## src/rtl/mm_pkg.sv

```systemverilog
// Shared constants, loader state encoding and RAM layout helpers for the
// Jacobi matrix-multiply datapath (loader and multiplier both import this).
package mm_pkg;

  localparam int DATA_WIDTH = 8;
  localparam int ADDR_WIDTH = 10;
  localparam int N_WIDTH    = 3;
  localparam int MAX_N      = 7;

  localparam logic [2:0] ST_IDLE_ENC      = 3'd0;
  localparam logic [2:0] ST_LOAD_A_ENC    = 3'd1;
  localparam logic [2:0] ST_LOAD_B_ENC    = 3'd2;
  localparam logic [2:0] ST_GO_ENC        = 3'd3;
  localparam logic [2:0] ST_WAIT_DONE_ENC = 3'd4;

  typedef enum logic [2:0] {
    ST_IDLE      = ST_IDLE_ENC,
    ST_LOAD_A    = ST_LOAD_A_ENC,
    ST_LOAD_B    = ST_LOAD_B_ENC,
    ST_GO        = ST_GO_ENC,
    ST_WAIT_DONE = ST_WAIT_DONE_ENC
  } loader_state_t;

  // RAM layout: A at word 0, B right after A, result R right after B.
  localparam logic [ADDR_WIDTH-1:0] BASE_A = '0;

  function automatic logic [ADDR_WIDTH-1:0] base_b(input logic [N_WIDTH-1:0] n);
    return ADDR_WIDTH'(n) * ADDR_WIDTH'(n);
  endfunction

  function automatic logic [ADDR_WIDTH-1:0] base_r(input logic [N_WIDTH-1:0] n);
    return base_b(n) << 1;
  endfunction

endpackage

```

## src/rtl/matrix_loader.sv

```systemverilog
// Byte-stream loader: takes header N, then A and B row-major, writes them to
// the multiplier's RAM, pulses go and waits for the multiplier to finish.
module matrix_loader #(
  parameter int DATA_WIDTH = mm_pkg::DATA_WIDTH,
  parameter int ADDR_WIDTH = mm_pkg::ADDR_WIDTH,
  parameter int N_WIDTH    = mm_pkg::N_WIDTH,
  parameter int MAX_N      = mm_pkg::MAX_N
) (
  input  logic                  clk,
  input  logic                  reset_n,
  input  logic [DATA_WIDTH-1:0] in_data,
  input  logic                  in_valid,
  output logic                  in_ready,
  output logic [ADDR_WIDTH-1:0] mem_addr,
  output logic [DATA_WIDTH-1:0] mem_data,
  output logic                  mem_we,
  output logic                  go,
  output logic [DATA_WIDTH-1:0] n_out,
  input  logic                  mm_done,
  output logic                  busy,
  output logic                  err
);
  import mm_pkg::*;

  localparam int NNW = 2 * N_WIDTH;

  loader_state_t         r_state, w_state_nxt;
  logic [NNW-1:0]        r_cnt, w_cnt_nxt;
  logic [NNW-1:0]        r_nn, w_nn_nxt;
  logic [DATA_WIDTH-1:0] r_n, w_n_nxt;
  logic [ADDR_WIDTH-1:0] r_mem_addr, w_mem_addr_nxt;
  logic [DATA_WIDTH-1:0] r_mem_data, w_mem_data_nxt;
  logic                  r_mem_we, w_mem_we_nxt;
  logic                  r_go, w_go_nxt;
  logic                  r_err, w_err_nxt;
  logic                  w_xfer, w_hdr_ok, w_last;

  assign in_ready = (r_state == ST_IDLE) || (r_state == ST_LOAD_A) || (r_state == ST_LOAD_B);
  assign busy     = (r_state != ST_IDLE);
  assign w_xfer   = in_valid && in_ready;
  // Compare the full byte so an out-of-range header cannot alias into 1..MAX_N.
  assign w_hdr_ok = (in_data != '0) && (in_data <= DATA_WIDTH'(MAX_N));
  assign w_last   = (r_cnt == r_nn - NNW'(1));

  assign mem_addr = r_mem_addr;
  assign mem_data = r_mem_data;
  assign mem_we   = r_mem_we;
  assign go       = r_go;
  assign err      = r_err;
  assign n_out    = r_n;

  // NOTE: flops use non-blocking (<=) so every register samples pre-edge values.
  always_ff @(posedge clk or negedge reset_n) begin
    if (!reset_n) r_state <= ST_IDLE;
    else          r_state <= w_state_nxt;
  end

  always_comb begin
    // NOTE: every output of this block gets a default first, so no latch can form.
    w_state_nxt    = r_state;
    w_cnt_nxt      = r_cnt;
    w_nn_nxt       = r_nn;
    w_n_nxt        = r_n;
    w_mem_addr_nxt = r_mem_addr;
    w_mem_data_nxt = r_mem_data;
    w_mem_we_nxt   = 1'b0;
    w_go_nxt       = 1'b0;
    w_err_nxt      = 1'b0;
    case (r_state)
      ST_IDLE: begin
        if (w_xfer) begin
          if (w_hdr_ok) begin
            w_n_nxt     = in_data;
            w_nn_nxt    = NNW'(base_b(in_data[N_WIDTH-1:0]));
            w_cnt_nxt   = '0;
            w_state_nxt = ST_LOAD_A;
          end else begin
            w_err_nxt = 1'b1;
          end
        end
      end
      ST_LOAD_A, ST_LOAD_B: begin
        if (w_xfer) begin
          w_mem_addr_nxt = (r_state == ST_LOAD_A) ? ADDR_WIDTH'(BASE_A) + ADDR_WIDTH'(r_cnt)
                                                  : ADDR_WIDTH'(r_nn) + ADDR_WIDTH'(r_cnt);
          w_mem_data_nxt = in_data;
          w_mem_we_nxt   = 1'b1;
          if (w_last) begin
            w_cnt_nxt   = '0;
            w_state_nxt = (r_state == ST_LOAD_A) ? ST_LOAD_B : ST_GO;
          end else begin
            w_cnt_nxt = r_cnt + NNW'(1);
          end
        end
      end
      ST_GO: begin
        // The last B word lands on this edge, so go follows it strictly.
        w_go_nxt    = 1'b1;
        w_state_nxt = ST_WAIT_DONE;
      end
      ST_WAIT_DONE: begin
        if (mm_done) w_state_nxt = ST_IDLE;
      end
      default: w_state_nxt = ST_IDLE;
    endcase
  end

  always_ff @(posedge clk or negedge reset_n) begin
    if (!reset_n) begin
      r_cnt      <= '0;
      r_nn       <= '0;
      r_n        <= '0;
      r_mem_addr <= '0;
      r_mem_data <= '0;
      r_mem_we   <= 1'b0;
      r_go       <= 1'b0;
      r_err      <= 1'b0;
    end else begin
      r_cnt      <= w_cnt_nxt;
      r_nn       <= w_nn_nxt;
      r_n        <= w_n_nxt;
      r_mem_addr <= w_mem_addr_nxt;
      r_mem_data <= w_mem_data_nxt;
      r_mem_we   <= w_mem_we_nxt;
      r_go       <= w_go_nxt;
      r_err      <= w_err_nxt;
    end
  end

endmodule
```

## config.mk

```make
export PLATFORM = sky130hd
export DESIGN_NAME = matrix_loader
export DESIGN_NICKNAME = d
export VERILOG_FILES = /design/src/rtl/mm_pkg.sv /design/src/rtl/matrix_loader.sv
export SDC_FILE = /design/constraint.sdc
export NUM_CORES = 1
export LEC_CHECK = 0
export BUFFER_PORTS_ARGS = -buffer_cell sky130_fd_sc_hd__buf_2
export CAP_MARGIN = 25
export CORE_MARGIN = 8
export CORE_UTILIZATION = 58
export DETAILED_ROUTE_END_ITERATION = 6
export PLACE_DENSITY = 0.84
export SLEW_MARGIN = 20
export SYNTH_ARGS = -nofsm -noshare
export SYNTH_HDL_FRONTEND = slang
export SYNTH_SLANG_ARGS = --single-unit
export TNS_END_PERCENT = 1
```

## constraint.sdc

```tcl
create_clock -name clk -period 5.06 [get_ports clk]
set_clock_uncertainty 0.05 [all_clocks]
set_input_delay 1.518 -clock clk [delete_from_list [all_inputs] [get_ports clk]]
set_output_delay 1.518 -clock clk [all_outputs]
set_load 0.05 [all_outputs]
```

==> results of run 1 <==
path summary, 6_finish.rpt:
path / to / slack [ns]
setup / recovery: n_out[1] / 1.59
setup reg to reg: mem_addr[0] / 2.65
min in group asynchronous: r_cnt[4] / 1.19
hold / removal: mem_addr[6] / 0.43
hold reg to reg: mem_addr[6] / 0.43
max in group asynchronous: mem_we / 3.24
registers in the layout (all words and copies together) (netlist names):
| name | cells |
|---|---|
| err | 1 |
| r_state | 3 |
| go | 1 |
| n_out | 7 |
| r_cnt | 6 |
| mem_we | 1 |
| mem_addr | 7 |
| r_nn | 5 |
| mem_data | 8 |
cells by family (layout without fill, tap and decap cells):
family	Yosys count	in the layout	share of synthesized area (%)
compound gates	41	41	13.5
simple gates	86	86	20.3
fa+ha+maj	9	9	5.51
other cells	1	3	0.184
xor+xnor	13	13	5.58
flops	39	39	47.8
buf+inv	19	55	5.02
mux	4	4	2.14
placed cells by master, fill, tap and decap left out, types with 6 or more instances in the layout:
| cell | n |
|---|---|
| buf_2 | 39 |
| nor2_1 | 12 |
| nand3_1 | 6 |
| xnor2_1 | 9 |
| dfrtp_1 | 39 |
| o21ai_0 | 10 |
| nand2_1 | 42 |
| inv_1 | 8 |
| ha_1 | 9 |
| a21oi_1 | 11 |
| nor2b_1 | 7 |
per-layer routing:
layer	share of wire, %	wire, um
met1	45	1840
met2	44	1820
met3	8.9	363
met4	1.9	76
met5	0	0
where the power goes:
group / internal (mW) / total (mW) / switching (mW)
combinational: 0.282 / 0.914 / 0.631
sequential: 0.418 / 0.524 / 0.105
clock: 0.154 / 0.257 / 0.103
cell type report:
class,count,area (sq um),share of cell area (%)
multi-input combinational,156,971,41.7
clock buffer,6,41.3,1.77
inverter,8,30.0,1.29
clock inverter,2,60.1,2.58
timing repair buffer,39,195,8.37
tap,46,57.6,2.47
sequential,39,976,41.9
synthesized netlist by cell type, types with 2 or more instances:
cell type  instances  area share, %
dfrtp_1           39             48
nand3_1            6            1.5
inv_1              8            1.5
nand2_1           42            7.7
nor3_1             5            1.2
a21oi_1           11            2.7
and2_1             2           0.61
mux2_2             3            1.7
buf_4              6            2.2
xor2_1             4            1.7
a31oi_1            5            1.5
ha_1               9            5.5
nor2_1            12            2.2
nand2b_1           3           0.92
clkbuf_1           3           0.55
o21ai_0           10            2.5
nor2b_1            7            2.1
xnor2_1            9            3.9
critical path: cells and delay by family:
family,cells,cell delay [ns]
buf+inv,1,0.10
simple gates,3,1.64
mux,1,0.40
metrics by stage:
stage / cells / instance area [sq um] / util, % / hold WS [ns]
after floorplan: 214 / 2050 / - / 0.478
after global placement: 288 / 2230 / 66.3 / 0.403
after detailed placement: 288 / 2230 / 66.3 / 0.408
after CTS: 296 / 2330 / 69.3 / 0.436
after global routing: 296 / 2330 / 69.3 / 0.453
final: 296 / 2330 / 69.3 / 0.429
==> impl_metrics.py, run 1 <==
metrics = {
    "clocking": {
        "cts_root_buf": "clkbuf_4",
        "cts_resized": 0,
        "worstSkewPairLatency_ns": 0.35,
        "clockBufferDepth": 2,
        "post-cts-setup-buffers": 0,
        "htree_levels": 2,
        "clkTransAtPathRegs_ns": 0.11,
        "cts_buffers": 5,
        "hold_buffers": 0,
        "cts_tree": "done",
        "cts.sinks": 39,
    },
    "floorplanning": {
        "core_sq_um": 3360,
        "die_h_um": 75.3,
        "initial_utilization_pct": 60.7,
        "core.rowCount": 21,
        "die_area_sq_um": 5680,
        "ios": 43,
        "die_w_um": 75.3,
    },
    "finish": {
        "n_fill_cell": 280,
        "syn_to_final_growth_pct": 14.2,
        "final_nets": 270,
        "antenna_cells": 0,
        "drive_gt1_share_pct": 23.6,
    },
    "global_route": {
        "grt.busiest_layer": "met2",
        "overflow": 0,
        "grt_max_degree": 40,
        "grtUsageMet3_pct": 5.00,
        "grt_pass1_vias": 1490,
        "track_usage_pct": 15.6,
        "grt_pass1_wl_um": 6770,
        "antenna_found_initial": 0,
        "met1_usage_pct": 20.4,
        "globalRouteMet2Util_pct": 23.6,
    },
    "worst_setup_path": {
        "r2r_start": "r_state[0]",
        "crit_path_max_fanout": 16,
        "crit_chain": "buf_2 > or4_1 > nor3_1 > and3_1 > mux2_2",
        "reg2regPathDepth": 6,
        "max_stage_delay_ns": 0.57,
        "crit_arrival_ns": 3.66,
        "critPathLaunchType": "input pin",
        "crit_path_end_kind": "flop",
        "cp_slowest_cell": "and3_1",
        "cp_data_required_time_ns": 5.26,
        "startpoint": "in_data[5]",
        "crit_type": "in -> reg",
    },
    "outcome": {
        "status": "completed",
    },
    "synth": {
        "syn_area_sq_um": 2040,
        "async_reset_ff_share_pct": 100,
        "synth_cells": 212,
        "yosysSeqAreaShare_pct": 47.8,
        "synth_ff_type": "dfrtp_1",
        "synth_warnings": 0,
        "synth_edf_count": 0,
        "ys_ff_latch": 39,
        "synth_cell_types": 46,
        "synth.avg_cell_area_sq_um": 9.63,
    },
    "placed_design": {
        "pre_cts_ws_ns": 1.23,
        "place_congestion": 0.781,
        "io_buffers": 39,
        "dp_hpwl_um": 3000,
    },
    "detailed_routing": {
        "vias": 1607,
        "wire_per_inst_um": 13.8,
        "dr.pass1.iters": 4,
        "drt_iter0_markers": 137,
        "postRouteAntennaNets": 0,
        "drc": 0,
        "wl_um": 4100,
        "routed_via_density": 5.43,
    },
    "sta": {
        "fin_ws_ns": 1.59,
        "slew_headroom_pct": 44.9,
        "setup_viol": 0,
        "rsz0062_at_grt": "no",
        "worstMarginPinSlew_ns": 0.826,
        "tns_ns": 0,
        "timing.final.crit_period_ns": 3.47,
        "period_share_pct": 68.5,
        "max_freq_mhz": 288,
        "finalMaxSlewViolations": 0,
        "hold_viol": 0,
    },
    "min_path": {
        "min-delay-start": "mem_addr[6]",
        "hold_path_class": "reg -> reg",
        "whs_path_depth": 2,
    },
    "power": {
        "p_total_mw": 1.69,
        "ir_drop_uv": 435,
        "power_density_nw_per_um2": 727,
        "leakagePower_nw": 1.18,
    },
    "run": {
        "cap_violations": 0,
    },
}
(Power assumes the default switching activity.)
==> run 2, diff against run 1 <==
Settings changed: CORE_UTILIZATION 58 to 54, PLACE_DENSITY 0.84 to 0.79.
Clock period 5.06 ns to 3.6 ns, I/O delays scaled along.
==> impl_metrics.py, run 2 (synthesized netlist as in run 1, its figures left out) <==
metrics = {
    "run": {
        "cap_violations": 0,
    },
    "placed_design": {
        "io_buffers": 39,
        "post-place-cells": 292,
        "pre_cts_ws_ns": 0.458,
        "place_congestion": 0.784,
        "place_area_sq_um": 2250,
        "dp_hpwl_um": 2960,
    },
    "sta": {
        "max_freq_mhz": 352,
        "rsz0062_at_grt": "no",
        "slew_headroom_pct": 44.0,
        "finalMaxSlewViolations": 0,
        "period_share_pct": 79.0,
        "setup_viol": 0,
        "timing.final.crit_period_ns": 2.84,
        "tns_ns": 0,
        "fin_ws_ns": 0.757,
        "worstMarginPinSlew_ns": 0.840,
        "hold_viol": 0,
        "whs_ns": 0.419,
    },
    "detailed_routing": {
        "wl_um": 4040,
        "vias": 1581,
        "wire_per_inst_um": 13.5,
        "drt_iter0_markers": 87,
        "dr.pass1.iters": 4,
        "drc": 0,
        "postRouteAntennaNets": 0,
        "routed_via_density": 5.29,
    },
    "clocking": {
        "clockBufferDepth": 2,
        "cts_root_buf": "clkbuf_8",
        "htree_levels": 2,
        "cts.sinks": 39,
        "post-cts-setup-buffers": 0,
        "cts_resized": 0,
        "cts_tree": "done",
        "clkTransAtPathRegs_ns": 0.07,
        "cts_buffers": 5,
        "hold_buffers": 0,
        "worstSkewPairLatency_ns": 0.29,
    },
    "worst_setup_path": {
        "crit_path_max_fanout": 16,
        "critPathLaunchType": "input pin",
        "crit_arrival_ns": 2.96,
        "crit_type": "in -> reg",
        "crit_chain": "buf_2 > or4_1 > nor3_1 > buf_4 > and3_1 > mux2_2",
        "cp_slowest_cell": "or4_1",
        "cp_data_required_time_ns": 3.72,
        "max_stage_delay_ns": 0.53,
        "crit_path_end_kind": "flop",
    },
    "floorplanning": {
        "initial_utilization_pct": 55.8,
        "core_sq_um": 3660,
        "die_w_um": 77.5,
        "die_h_um": 77.5,
        "ios": 43,
        "die_area_sq_um": 6010,
        "core.rowCount": 22,
    },
    "finish": {
        "layout_commonest_cell": "nand2_1",
        "antenna_cells": 0,
        "n_fill_cell": 293,
        "syn_to_final_growth_pct": 14.3,
        "layout_common_cells": "nand2_1 (42), dfrtp_1 (39), buf_2 (39)",
        "finalNonFillerCells": 299,
        "largest_register_ffs": 8,
        "final_util_pct": 63.8,
        "drive_gt1_share_pct": 24.3,
        "final_nets": 272,
        "final_area_sq_um": 2330,
    },
    "power": {
        "ir_drop_uv": 556,
        "power_density_nw_per_um2": 989,
        "leakagePower_nw": 1.18,
        "p_total_mw": 2.31,
    },
    "global_route": {
        "track_usage_pct": 14.5,
        "grt_max_degree": 40,
        "antenna_found_initial": 0,
        "grt_pass1_wl_um": 7180,
        "grt_pass1_vias": 1539,
        "overflow": 0,
    },
    "min_path": {
        "hold_path_class": "reg -> reg",
    },
    "outcome": {
        "status": "completed",
    },
}
run 2: cell types whose count changed in the layout (fill, tap and decap cells not counted), sizes merged:
cell / delta
buf: +2
clkinv: +1
bufinv: -2
run 2: critical path: cells and delay by family:
family | cells | cell delay (ns)
AND/OR/NAND/NOR | 3 | 1.21
multiplexers | 1 | 0.40
buffers and inverters | 2 | 0.26
run 2: final timing paths:
check	depth (start not counted)	endpoint	slack, ns	start
min in group asynchronous	1	mem_addr[0]	0.84	reset_n
max in group asynchronous	1	mem_we	2.12	reset_n
setup reg to reg	7	r_cnt[3]	1.26	r_nn[0]
hold / removal	2	mem_data[7]	0.42	mem_data[7]
hold reg to reg	2	mem_data[7]	0.42	mem_data[7]
setup / recovery	6	n_out[2]	0.76	in_data[5]
run 2: power breakdown:
group          switching [mW]  total [mW]  leakage (nW)  internal (mW)
Clock                   0.138       0.288        0.0470          0.150
Combinational           0.879        1.28         0.645          0.405
Sequential              0.148       0.737         0.493          0.589
Total                    1.16        2.31          1.18           1.14
run 2: layer usage:
layer / global-route usage [%] / share of wire [%] / vias up
li1: - / - / 792
met5: 0 / 0 / -
met4: 5.28 / 1.3 / 0
met3: 6.22 / 7.4 / 6
met1: 18.3 / 47 / 741
met2: 21.4 / 44 / 42
run 2: area by class of cell:
cell class              count  area, sq um  area share [%]
clock inverters             1         5.00           0.214
multi-input cells         156          971            41.6
flip-flops and latches     39          976            41.8
clock buffers               6         82.6            3.54
well taps                  48         60.1            2.57
repair buffers             41          210            9.00
inverters                   8         30.0            1.29
==> run 3, diff against run 2 <==
Clock period 3.6 ns to 3 ns, I/O delays scaled along.
==> impl_metrics.py, run 3 (synthesized netlist as in run 1, its figures left out) <==
metrics = {
    "outcome": {
        "status": "completed",
    },
    "sta": {
        "hold_viol": 0,
        "rsz0062_at_grt": "no",
        "worstMarginPinSlew_ns": 0.841,
        "setup_viol": 0,
        "timing.final.crit_period_ns": 2.39,
        "tns_ns": 0,
        "slew_headroom_pct": 43.9,
        "finalMaxSlewViolations": 0,
        "max_freq_mhz": 418,
        "period_share_pct": 79.7,
    },
    "placed_design": {
        "dp_hpwl_um": 2990,
        "place_congestion": 0.802,
        "io_buffers": 39,
    },
    "detailed_routing": {
        "routed_via_density": 5.30,
        "wl_um": 4120,
        "drt_iter0_markers": 68,
        "vias": 1600,
        "dr.pass1.iters": 4,
        "wire_per_inst_um": 13.6,
        "postRouteAntennaNets": 0,
        "drc": 0,
    },
    "global_route": {
        "grt_pass1_vias": 1634,
        "grt_max_degree": 40,
        "antenna_found_initial": 0,
        "track_usage_pct": 14.5,
        "overflow": 0,
        "grt_pass1_wl_um": 7180,
    },
    "finish": {
        "layout_common_cells": "nand2_1 (42), dfrtp_1 (39), buf_2 (39)",
        "multi_input_area_sq_um": 971,
        "largest_register_ffs": 8,
        "regArea_sq_um": 976,
        "final_util_pct": 64.1,
        "drive_gt1_share_pct": 24.8,
        "layout_commonest_cell": "nand2_1",
        "final_nets": 274,
        "syn_to_final_growth_pct": 15.0,
        "antenna_cells": 0,
        "n_fill_cell": 322,
    },
    "worst_setup_path": {
        "crit_path_max_fanout": 7,
        "max_stage_delay_ns": 0.54,
        "cp_data_required_time_ns": 3.14,
        "reg2regPathDepth": 7,
        "crit_chain": "buf_2 > or4_1 > nor3_1 > buf_4 > o211ai_1 > a31o_1 > a32o_1",
        "critPathLaunchType": "input pin",
        "crit_arrival_ns": 2.53,
        "cp_slowest_cell": "or4_1",
        "crit_type": "in -> reg",
        "crit_path_end_kind": "flop",
    },
    "run": {
        "cap_violations": 0,
    },
    "floorplanning": {
        "ios": 43,
        "die_h_um": 77.5,
        "die_w_um": 77.5,
        "initial_utilization_pct": 55.8,
        "core.rowCount": 22,
        "die_area_sq_um": 6010,
        "core_sq_um": 3660,
    },
    "power": {
        "p_sw_mw": 1.43,
        "clockPowerShare_pct": 12.4,
        "netSwitchingFraction_pct": 51.4,
        "power_frac_comb_pct": 55.7,
        "power_density_nw_per_um2": 1190,
        "cell_internal_pwr_mw": 1.35,
        "leakagePower_nw": 1.19,
        "ir_drop_uv": 796,
        "pwr-share-seq_pct": 31.9,
    },
    "clocking": {
        "cts.sinks": 39,
        "cts_buffers": 5,
        "cts_resized": 0,
        "cts_tree": "done",
        "post-cts-setup-buffers": 0,
        "clockBufferDepth": 2,
        "cts_root_buf": "clkbuf_8",
        "worstSkewPairLatency_ns": 0.30,
        "htree_levels": 2,
        "hold_buffers": 0,
        "clkTransAtPathRegs_ns": 0.08,
    },
    "min_path": {
        "hold_path_class": "reg -> reg",
        "whs_path_depth": 2,
    },
}
-- run 3: worst paths after layout --
check                         endpoint         from  slack (ns)
max in group asynchronous  mem_addr[6]      reset_n        1.72
min reg2reg                mem_data[4]  mem_data[4]        0.42
max reg2reg                   r_cnt[3]      r_nn[0]        0.70
min                        mem_data[4]  mem_data[4]        0.42
max                           r_cnt[3]   in_data[5]        0.61
min in group asynchronous     r_cnt[4]      reset_n        0.66
-- run 3: worst max-delay path, delay by kind of cell --
| family | cells | cell delay, ns |
|---|---|---|
| compound gates | 3 | 0.63 |
| buf+inv | 2 | 0.26 |
| simple gates | 2 | 0.73 |
-- run 3: cell type report --
| cell class | instances | share of cell area [%] |
|---|---|---|
| Clock buffer | 6 | 3.09 |
| Clock inverter | 2 | 0.533 |
| Inverter | 8 | 1.28 |
| Multi-Input combinational cell | 156 | 41.4 |
| Sequential cell | 39 | 41.6 |
| Tap cell | 48 | 2.56 |
| Timing Repair Buffer | 43 | 9.59 |
-- run 3: metrics by stage --
step | hold WS [ns] | worst slack, ns | instance area (sq um) | cells | total power [mW]
5_1_grt | 0.460 | 0.508 | 2350 | 302 | 2.99
3_3_place_gp | 0.402 | 0.342 | 2260 | 294 | 2.43
6_report | 0.418 | 0.610 | 2350 | 302 | 2.78
3_5_place_dp | 0.407 | 0.319 | 2260 | 294 | 2.44
2_1_floorplan | 0.478 | 0.430 | 2050 | 214 | 2.12
4_1_cts | 0.425 | 0.617 | 2350 | 302 | 2.80
-- run 3: per-layer routing --
layer  vias to the layer above  global-route usage (%)  part of all wire (%)
met2                        37                    22.5                    44
met5                         -                       0                     0
met4                         0                    5.47                   1.1
li1                        798                       -                     -
met1                       759                    17.4                    48
met3                         6                    6.34                   6.3
-- run 3: power by group through the flow --
stage | clock network [mW] | registers [mW] | logic [mW]
detailed placement | 0 | 0.897 | 1.55
finish | 0.345 | 0.888 | 1.55
floorplan | 0 | 1.23 | 0.889
CTS | 0.349 | 0.888 | 1.56
global placement | 0 | 0.892 | 1.54
global route | 0.379 | 0.918 | 1.70
